$ cat src/rtl/pid_pkg.sv
// Shared constants and types for the PID controller datapath.
package pid_pkg;

  localparam int unsigned PID_U_W     = 6;
  localparam int unsigned PID_PRESC_W = 8;
  localparam int unsigned PID_DT_CYC  = 2;

  typedef logic [PID_U_W-1:0] ctrl_t;

  // Last count value of a period: the counter wraps after 2^w-1 ticks.
  function automatic int unsigned period_last(input int unsigned w);
    return (2 ** w) - 2;
  endfunction

endpackage

$ cat src/rtl/pid_deadtime_gen.sv
// Complementary hi/lo generator: turn-off is immediate, turn-on waits until
// raw has been stable for DT_CYC clk cycles.
module pid_deadtime_gen #(
  parameter int unsigned DT_CYC = 2
) (
  input  logic clk,
  input  logic rst_n,
  input  logic en_i,
  input  logic raw_i,
  output logic hi_o,
  output logic lo_o
);

  localparam int unsigned CntW = (DT_CYC > 0) ? $clog2(DT_CYC + 1) : 1;
  localparam logic [CntW-1:0] DtMax = CntW'(DT_CYC);

  logic            prev_q, prev_d;
  logic [CntW-1:0] stable_q, stable_d;
  logic            hi_q, hi_d;
  logic            lo_q, lo_d;
  logic            settled;

  always_ff @(posedge clk) begin
    if (!rst_n) begin
      prev_q   <= 1'b0;
      stable_q <= '0;
      hi_q     <= 1'b0;
      lo_q     <= 1'b0;
    end else begin
      prev_q   <= prev_d;
      stable_q <= stable_d;
      hi_q     <= hi_d;
      lo_q     <= lo_d;
    end
  end

  // A raw edge restarts the stability count, which drops both outputs at once.
  always_comb begin
    prev_d   = raw_i;
    stable_d = stable_q;
    if (raw_i != prev_q) begin
      stable_d = '0;
    end else if (stable_q != DtMax) begin
      stable_d = stable_q + CntW'(1);
    end
    settled = (stable_d >= DtMax);
    hi_d    = en_i & raw_i & settled;
    lo_d    = en_i & ~raw_i & settled;
  end

  assign hi_o = hi_q;
  assign lo_o = lo_q;

endmodule

$ cat src/rtl/pid_pwm_driver.sv
// Fixed-frequency PWM driver with a one-entry pending duty buffer applied at
// period boundaries. Define PWM_DEADTIME_EN for complementary outputs with dead time.
module pid_pwm_driver
  import pid_pkg::*;
#(
  parameter int unsigned U_W     = PID_U_W,
  parameter int unsigned PRESC_W = PID_PRESC_W,
  parameter int unsigned DT_CYC  = PID_DT_CYC
) (
  input  logic               clk,
  input  logic               rst_n,
  input  logic               ena,
  input  logic [PRESC_W-1:0] presc_div,
  input  logic [U_W-1:0]     u,
  input  logic               u_valid,
  output logic               u_ready,
  output logic               pwm_hi,
  output logic               pwm_lo,
  output logic               period_start,
  output logic [U_W-1:0]     duty_active
);

  localparam logic [U_W-1:0] CntLast = U_W'(period_last(U_W));

  logic [PRESC_W-1:0] presc_q, presc_d;
  logic [U_W-1:0]     cnt_q, cnt_d;
  logic [U_W-1:0]     pend_q, pend_d;
  logic               pend_vld_q, pend_vld_d;
  logic [U_W-1:0]     duty_q, duty_d;
  logic               pstart_q, pstart_d;
  logic               tick;
  logic               boundary;
  logic               raw;

  always_ff @(posedge clk) begin
    if (!rst_n) begin
      presc_q    <= '0;
      cnt_q      <= '0;
      pend_q     <= '0;
      pend_vld_q <= 1'b0;
      duty_q     <= '0;
      pstart_q   <= 1'b0;
    end else begin
      presc_q    <= presc_d;
      cnt_q      <= cnt_d;
      pend_q     <= pend_d;
      pend_vld_q <= pend_vld_d;
      duty_q     <= duty_d;
      pstart_q   <= pstart_d;
    end
  end

  always_comb begin
    presc_d    = presc_q;
    cnt_d      = cnt_q;
    pend_d     = pend_q;
    pend_vld_d = pend_vld_q;
    duty_d     = duty_q;
    tick       = 1'b0;
    boundary   = 1'b0;
    // >= so that lowering presc_div mid-run cannot strand the prescaler above it
    if (ena) begin
      if (presc_q >= presc_div) begin
        tick    = 1'b1;
        presc_d = '0;
      end else begin
        presc_d = presc_q + PRESC_W'(1);
      end
    end
    if (tick) begin
      if (cnt_q == CntLast) begin
        boundary = 1'b1;
        cnt_d    = '0;
      end else begin
        cnt_d = cnt_q + U_W'(1);
      end
    end
    pstart_d = boundary;
    // Drain and capture are mutually exclusive: capture needs an empty buffer.
    if (boundary && pend_vld_q) begin
      duty_d     = pend_q;
      pend_vld_d = 1'b0;
    end
    if (u_valid && !pend_vld_q) begin
      pend_d     = u;
      pend_vld_d = 1'b1;
    end
  end

  assign raw          = (cnt_q < duty_q);
  assign u_ready      = ~pend_vld_q;
  assign period_start = pstart_q;
  assign duty_active  = duty_q;

`ifdef PWM_DEADTIME_EN
  pid_deadtime_gen #(
    .DT_CYC (DT_CYC)
  ) u_deadtime (
    .clk   (clk),
    .rst_n (rst_n),
    .en_i  (ena),
    .raw_i (raw),
    .hi_o  (pwm_hi),
    .lo_o  (pwm_lo)
  );
`else
  logic        hi_q, hi_d;
  logic [31:0] dt_cyc_unused;

  always_ff @(posedge clk) begin
    if (!rst_n) begin
      hi_q <= 1'b0;
    end else begin
      hi_q <= hi_d;
    end
  end

  always_comb begin
    hi_d = ena & raw;
  end

  assign dt_cyc_unused = DT_CYC;
  assign pwm_hi        = hi_q;
  assign pwm_lo        = 1'b0;
`endif

endmodule

$ cat config.mk
export PLATFORM = sky130hd
export DESIGN_NAME = pid_pwm_driver
export DESIGN_NICKNAME = d
export VERILOG_FILES = /design/src/rtl/pid_pkg.sv /design/src/rtl/pid_deadtime_gen.sv /design/src/rtl/pid_pwm_driver.sv
export SDC_FILE = /design/constraint.sdc
export NUM_CORES = 1
export LEC_CHECK = 0
export CORE_ASPECT_RATIO = 0.8
export CORE_UTILIZATION = 35
export CTS_BUF_LIST = sky130_fd_sc_hd__clkbuf_8 sky130_fd_sc_hd__clkbuf_16
export CTS_CLUSTER_DIAMETER = 30
export DETAILED_ROUTE_END_ITERATION = 8
export GPL_TIMING_DRIVEN = 0
export SETUP_SLACK_MARGIN = 0.2
export SYNTH_ARGS = -nofsm -noshare
export SYNTH_HDL_FRONTEND = slang
export SYNTH_SLANG_ARGS = --single-unit
export TNS_END_PERCENT = 30
$ cat constraint.sdc
create_clock -name clk -period 3.5 [get_ports clk]
set_input_delay 0.35 -clock clk [delete_from_list [all_inputs] [get_ports clk]]
set_output_delay 0.35 -clock clk [all_outputs]
set_load 0.03 [all_outputs]
# Word level (Yosys, flattened, before mapping)
# Index checks and enable logic that the tools add are counted.
# word_totals
output_inout_bits	10
regBits	29
wordCells	26
in_bits	18
# classes
eq_ne	1
magnitude_cmp	2
muxes	8
addsub	2
n_bitwise	2
reduce_logical	4
# op_table
cell	count
8-bit by 1-bit adder with 8-bit output (second input constant)	1
8-bit greater-or-equal comparator	1
8-bit 2-to-1 mux	1
6-bit by 1-bit adder with 6-bit output (second input constant)	1
6-bit equality test (second input constant)	1
6-bit < comparator	1
1-bit 2-to-1 mux	6
6-bit 2-to-1 mux	1
1-bit logical AND	2
2-bit nonzero test	1
1-bit AND	1
1-bit zero test	1
1-bit inverter	1

# Logic depth before layout (Yosys ltp)
# depth
word_depth	7
depth_mapped	8
ltp_nobuf	7

# Worst setup path before layout
# Ideal clock, no wire load.
# synth_path
path_kind	reg-to-reg
from	reg presc_q[0]
to	reg duty_q[1] (netlist: duty_active[1])
path_slack_ns	1.504
n_path_buf	1
t_arrival_ns	1.926
setup_time_ns	0.070
t_required_ns	3.430
path_stages_with_launch	9
synth_period_minus_slack_ns	1.996
path_cell_list	dfxtp_1 inv_1 ha_1 nand2b_1 a2111oi_2 o41a_1 buf_2 o21ai_0 a21oi_1
# synth_via
elab_chain_len	5
# synth_rtl
item	line_no	rtl
start: declaration	pid_pwm_driver.sv:25	logic [PRESC_W-1:0] presc_q, presc_d;
start signal: assignment	pid_pwm_driver.sv:44	presc_q <= presc_d;
8-bit greater-or-equal comparator	pid_pwm_driver.sv:63	if (presc_q >= presc_div) begin
1-bit 2-to-1 mux	pid_pwm_driver.sv:63	
1-bit 2-to-1 mux	pid_pwm_driver.sv:62	if (ena) begin
1-bit 2-to-1 mux	pid_pwm_driver.sv:70	if (tick) begin
1-bit logical AND	pid_pwm_driver.sv:80	if (boundary && pend_vld_q) begin
end signal: assignment	pid_pwm_driver.sv:48	duty_q <= duty_d;
end: declaration	pid_pwm_driver.sv:29	logic [U_W-1:0] duty_q, duty_d;
# Every way passes these cells.
# A chain may end at the register's enable or synchronous reset.

# Final worst setup path
# layout_path
from	in presc_div[0]
to	reg duty_q[4] (netlist: duty_active[4])
# layout_via
elab_chain_len	5
# layout_rtl
item	line_no	rtl
start: declaration	pid_pwm_driver.sv:13	input logic [PRESC_W-1:0] presc_div,
8-bit greater-or-equal comparator	pid_pwm_driver.sv:63	
1-bit 2-to-1 mux	pid_pwm_driver.sv:63	
1-bit 2-to-1 mux	pid_pwm_driver.sv:62	
1-bit 2-to-1 mux	pid_pwm_driver.sv:70	
1-bit logical AND	pid_pwm_driver.sv:80	
# Every way passes these cells.

==> metrics.cfg <==
[yosys]
yosysSeqAreaShare=0.377
syn_inst=177
yosys_warnings=0
ys_ff_latch=29
syn_nets=211
async_reset_ff_frac=0
syn_area_um2=1540
synthDistinctLibCells=34
avgSynthCellArea_um2=8.69
synth_edf_count=0
synth_flop_cell=dfxtp_1

[clock_tree]
ctsHoldBuffers=0
cts.clk_slew.worst_paths_ns=0.06
cts.path.max_buffers=2
htreeDepth=2
cts_root_buf=clkbuf_8
numCtsBuffers=5
cts.sinks=29
cts_resized=0
post_cts_buffers=0
cts_tree=done
clk_latency_ns=0.29

[route]
num_vias=1274
first_pass_iters=4
wl_um=3060
drcViolationCount=0
first_iter_violations=56
avgViaCountPerCell=4.77
antenna_left=0
wl_per_cell_um=11.4

[worst_setup_path]
worstPathRequired_ns=3.71
crit_path_end_kind=flop
crit_path_start_kind=primary input
cp.arrival_ns=2.58
crit_chain=clkdlybuf4s50_1, ha_1, nand2b_1, a2111oi_2, o41a_1, buf_2, o21ai_0, a21oi_1
path_depth=8
cp.buffers_inverters=2
crit_family=compound AO/OA/AOI/OAI gates
worst-setup-path-type=in2reg
crit_path_max_incr_delay_ns=0.45
reg2regPathDepth=8
cp_slowest_cell=a2111oi_2
worst-path-max-fanout=10

[grt]
met2_usage=0.231
globalRouteOverflowTotal=0
grt_max_degree=11
grt_usage=0.156
antenna_found_initial=0
grt.met1_usage=0.210
gr-max-usage-layer=met2
grt_pass1_vias=1162
grt_util_met3=0.0400
grt_pass1_wl_um=5480

[pwr]
power_per_cell_area_nw_per_um2=366
power_report.internal_total_w=0.000552
peakVddDrop_mv=0.152
switchingPower_w=0.000167
sw_frac_of_total=0.233
p_leak_nw=0.776
pwr-share-comb=0.093
p_clk_frac=0.429
seqPwrFrac=0.478

[floorplan]
die_h_um=61.3
start_util=0.366
io_pins=28
design.core.area_um2=4200
fp.dieW_um=76.1
die_area_um2=4670
num_rows=21

[sta]
relSlewSlack=0.375
post-route-period-util=0.675
worst_pin_slew_ns=0.928
fin_skew_ns=0.00736
fmax_mhz=423
finalHoldViolCount=0
report.final.slew_viol_count=0
rsz0062_at_grt=no
fin_setup_tns_ns=0
period_needed_ns=2.36
setup_slack_ns=1.14
finalSetupViolCount=0

[outcome]
status=complete, no violations

[cells_and_area]
fin_cells=267
antenna_cells=0
fin_nets=243
stdcell_area_um2=1960
drive_gt1_frac=0.0667
syn_to_final_growth_pct=27.5
fill_cells=436

[placement]
io_buffers=25
post_dp_cell_area_um2=1860
place_congestion=0.723
pre_cts_ws_ns=0.856
dp.cells=259
dp_hpwl_um=2250

[min_path]
min_path_cells=3
hp-class=in2reg

[job]
maxCapViolCount=0

area by class of cell:
class	instances	area, um^2	share of cell area
multi-input cells	125	863	0.440
flip-flops and latches	29	581	0.296
repair buffers	25	250	0.128
clock buffers	7	96.3	0.0491
well taps	57	71.3	0.0364
inverters	16	60.1	0.0306
plain buffers	7	35.0	0.0179
clock inverters	1	5.00	0.00255
cell usage after synthesis, types with 3 or more instances:
master / n / area (um^2)
xor2_1: 4 / 35.0
mux2i_1: 7 / 70.1
inv_1: 16 / 60.1
o21ai_0: 12 / 60.1
ha_1: 16 / 200
a21o_1: 3 / 22.5
a21oi_1: 14 / 70.1
clkbuf_1: 4 / 15.0
xnor2_1: 3 / 26.3
dfxtp_1: 29 / 581
nand2_1: 10 / 37.5
nor2_1: 20 / 75.1
nand3_1: 9 / 45.0
or3_1: 3 / 18.8
through the flow:
step / total power (W) / utilization / hold slack (ns)
final: 0.000719 / 0.467 / 0.414
after global routing: 0.000748 / 0.467 / 0.441
after CTS: 0.000729 / 0.467 / 0.418
after detailed placement: 0.000419 / 0.443 / 0.459
after global placement: 0.000418 / 0.443 / 0.456
after floorplan: 0.000390 / - / 0.443
flip-flops by register name, summed over array words and instances (netlist names):
name	flops
presc_q	8
cnt_q	6
duty_active	6
pend_q	6
pend_vld_q	1
period_start	1
pwm_hi	1
cells in the final DEF (no fill, tap or decap), types with 4 or more instances in the layout:
| cell | instances |
|---|---|
| a21oi_1 | 14 |
| clkbuf_1 | 4 |
| clkbuf_8 | 7 |
| clkdlybuf4s50_1 | 25 |
| dfxtp_1 | 29 |
| ha_1 | 16 |
| inv_1 | 16 |
| mux2i_1 | 7 |
| nand2_1 | 10 |
| nand3_1 | 9 |
| nor2_1 | 20 |
| o21ai_0 | 12 |
| xor2_1 | 4 |
power groups by stage:
| stage | sequential, W | clock [W] | combinational (W) |
|---|---|---|---|
| 4_1_cts | 0.000344 | 0.000318 | 0.0000678 |
| 3_5_place_dp | 0.000351 | 0 | 0.0000675 |
| 3_3_place_gp | 0.000351 | 0 | 0.0000664 |
| 2_1_floorplan | 0.000349 | 0 | 0.0000404 |
| 5_1_grt | 0.000345 | 0.000329 | 0.0000745 |
| 6_report | 0.000344 | 0.000309 | 0.0000666 |
layer usage:
layer / wire (um) / part of all wire
met5: 0 / 0
met4: 72 / 0.024
met3: 182 / 0.060
met2: 1170 / 0.38
met1: 1630 / 0.53
cell families after synthesis:
family | Yosys count | share of synthesized area
and+or+nand+nor | 55 | 0.180
AOI/OAI and AO/OA | 39 | 0.163
DFF | 29 | 0.377
buffers and inverters | 23 | 0.0618
adders and majority gates | 16 | 0.130
xor gates and xnor gates | 7 | 0.0398
muxes | 7 | 0.0455
other | 1 | 0.00244
worst register-to-register path, delay by kind of cell (launching register included):
family | cells | cell delay [ns]
AOI/OAI and AO/OA | 4 | 1.09
DFF | 1 | 0.38
buffers and inverters | 2 | 0.35
adders and majority gates | 1 | 0.26
and+or+nand+nor | 1 | 0.16
path summary, 6_finish.rpt:
kind / slack (ns) / from / endpoint
worst min register to register: 0.47 / pend_q[1] / duty_active[1]
worst min-delay path: 0.41 / ena / presc_q[0]
worst max-delay path: 1.14 / presc_div[0] / duty_active[4]
worst max register to register: 1.19 / presc_q[0] / duty_active[4]
No activity file was read; power rests on OpenSTA's default activity.
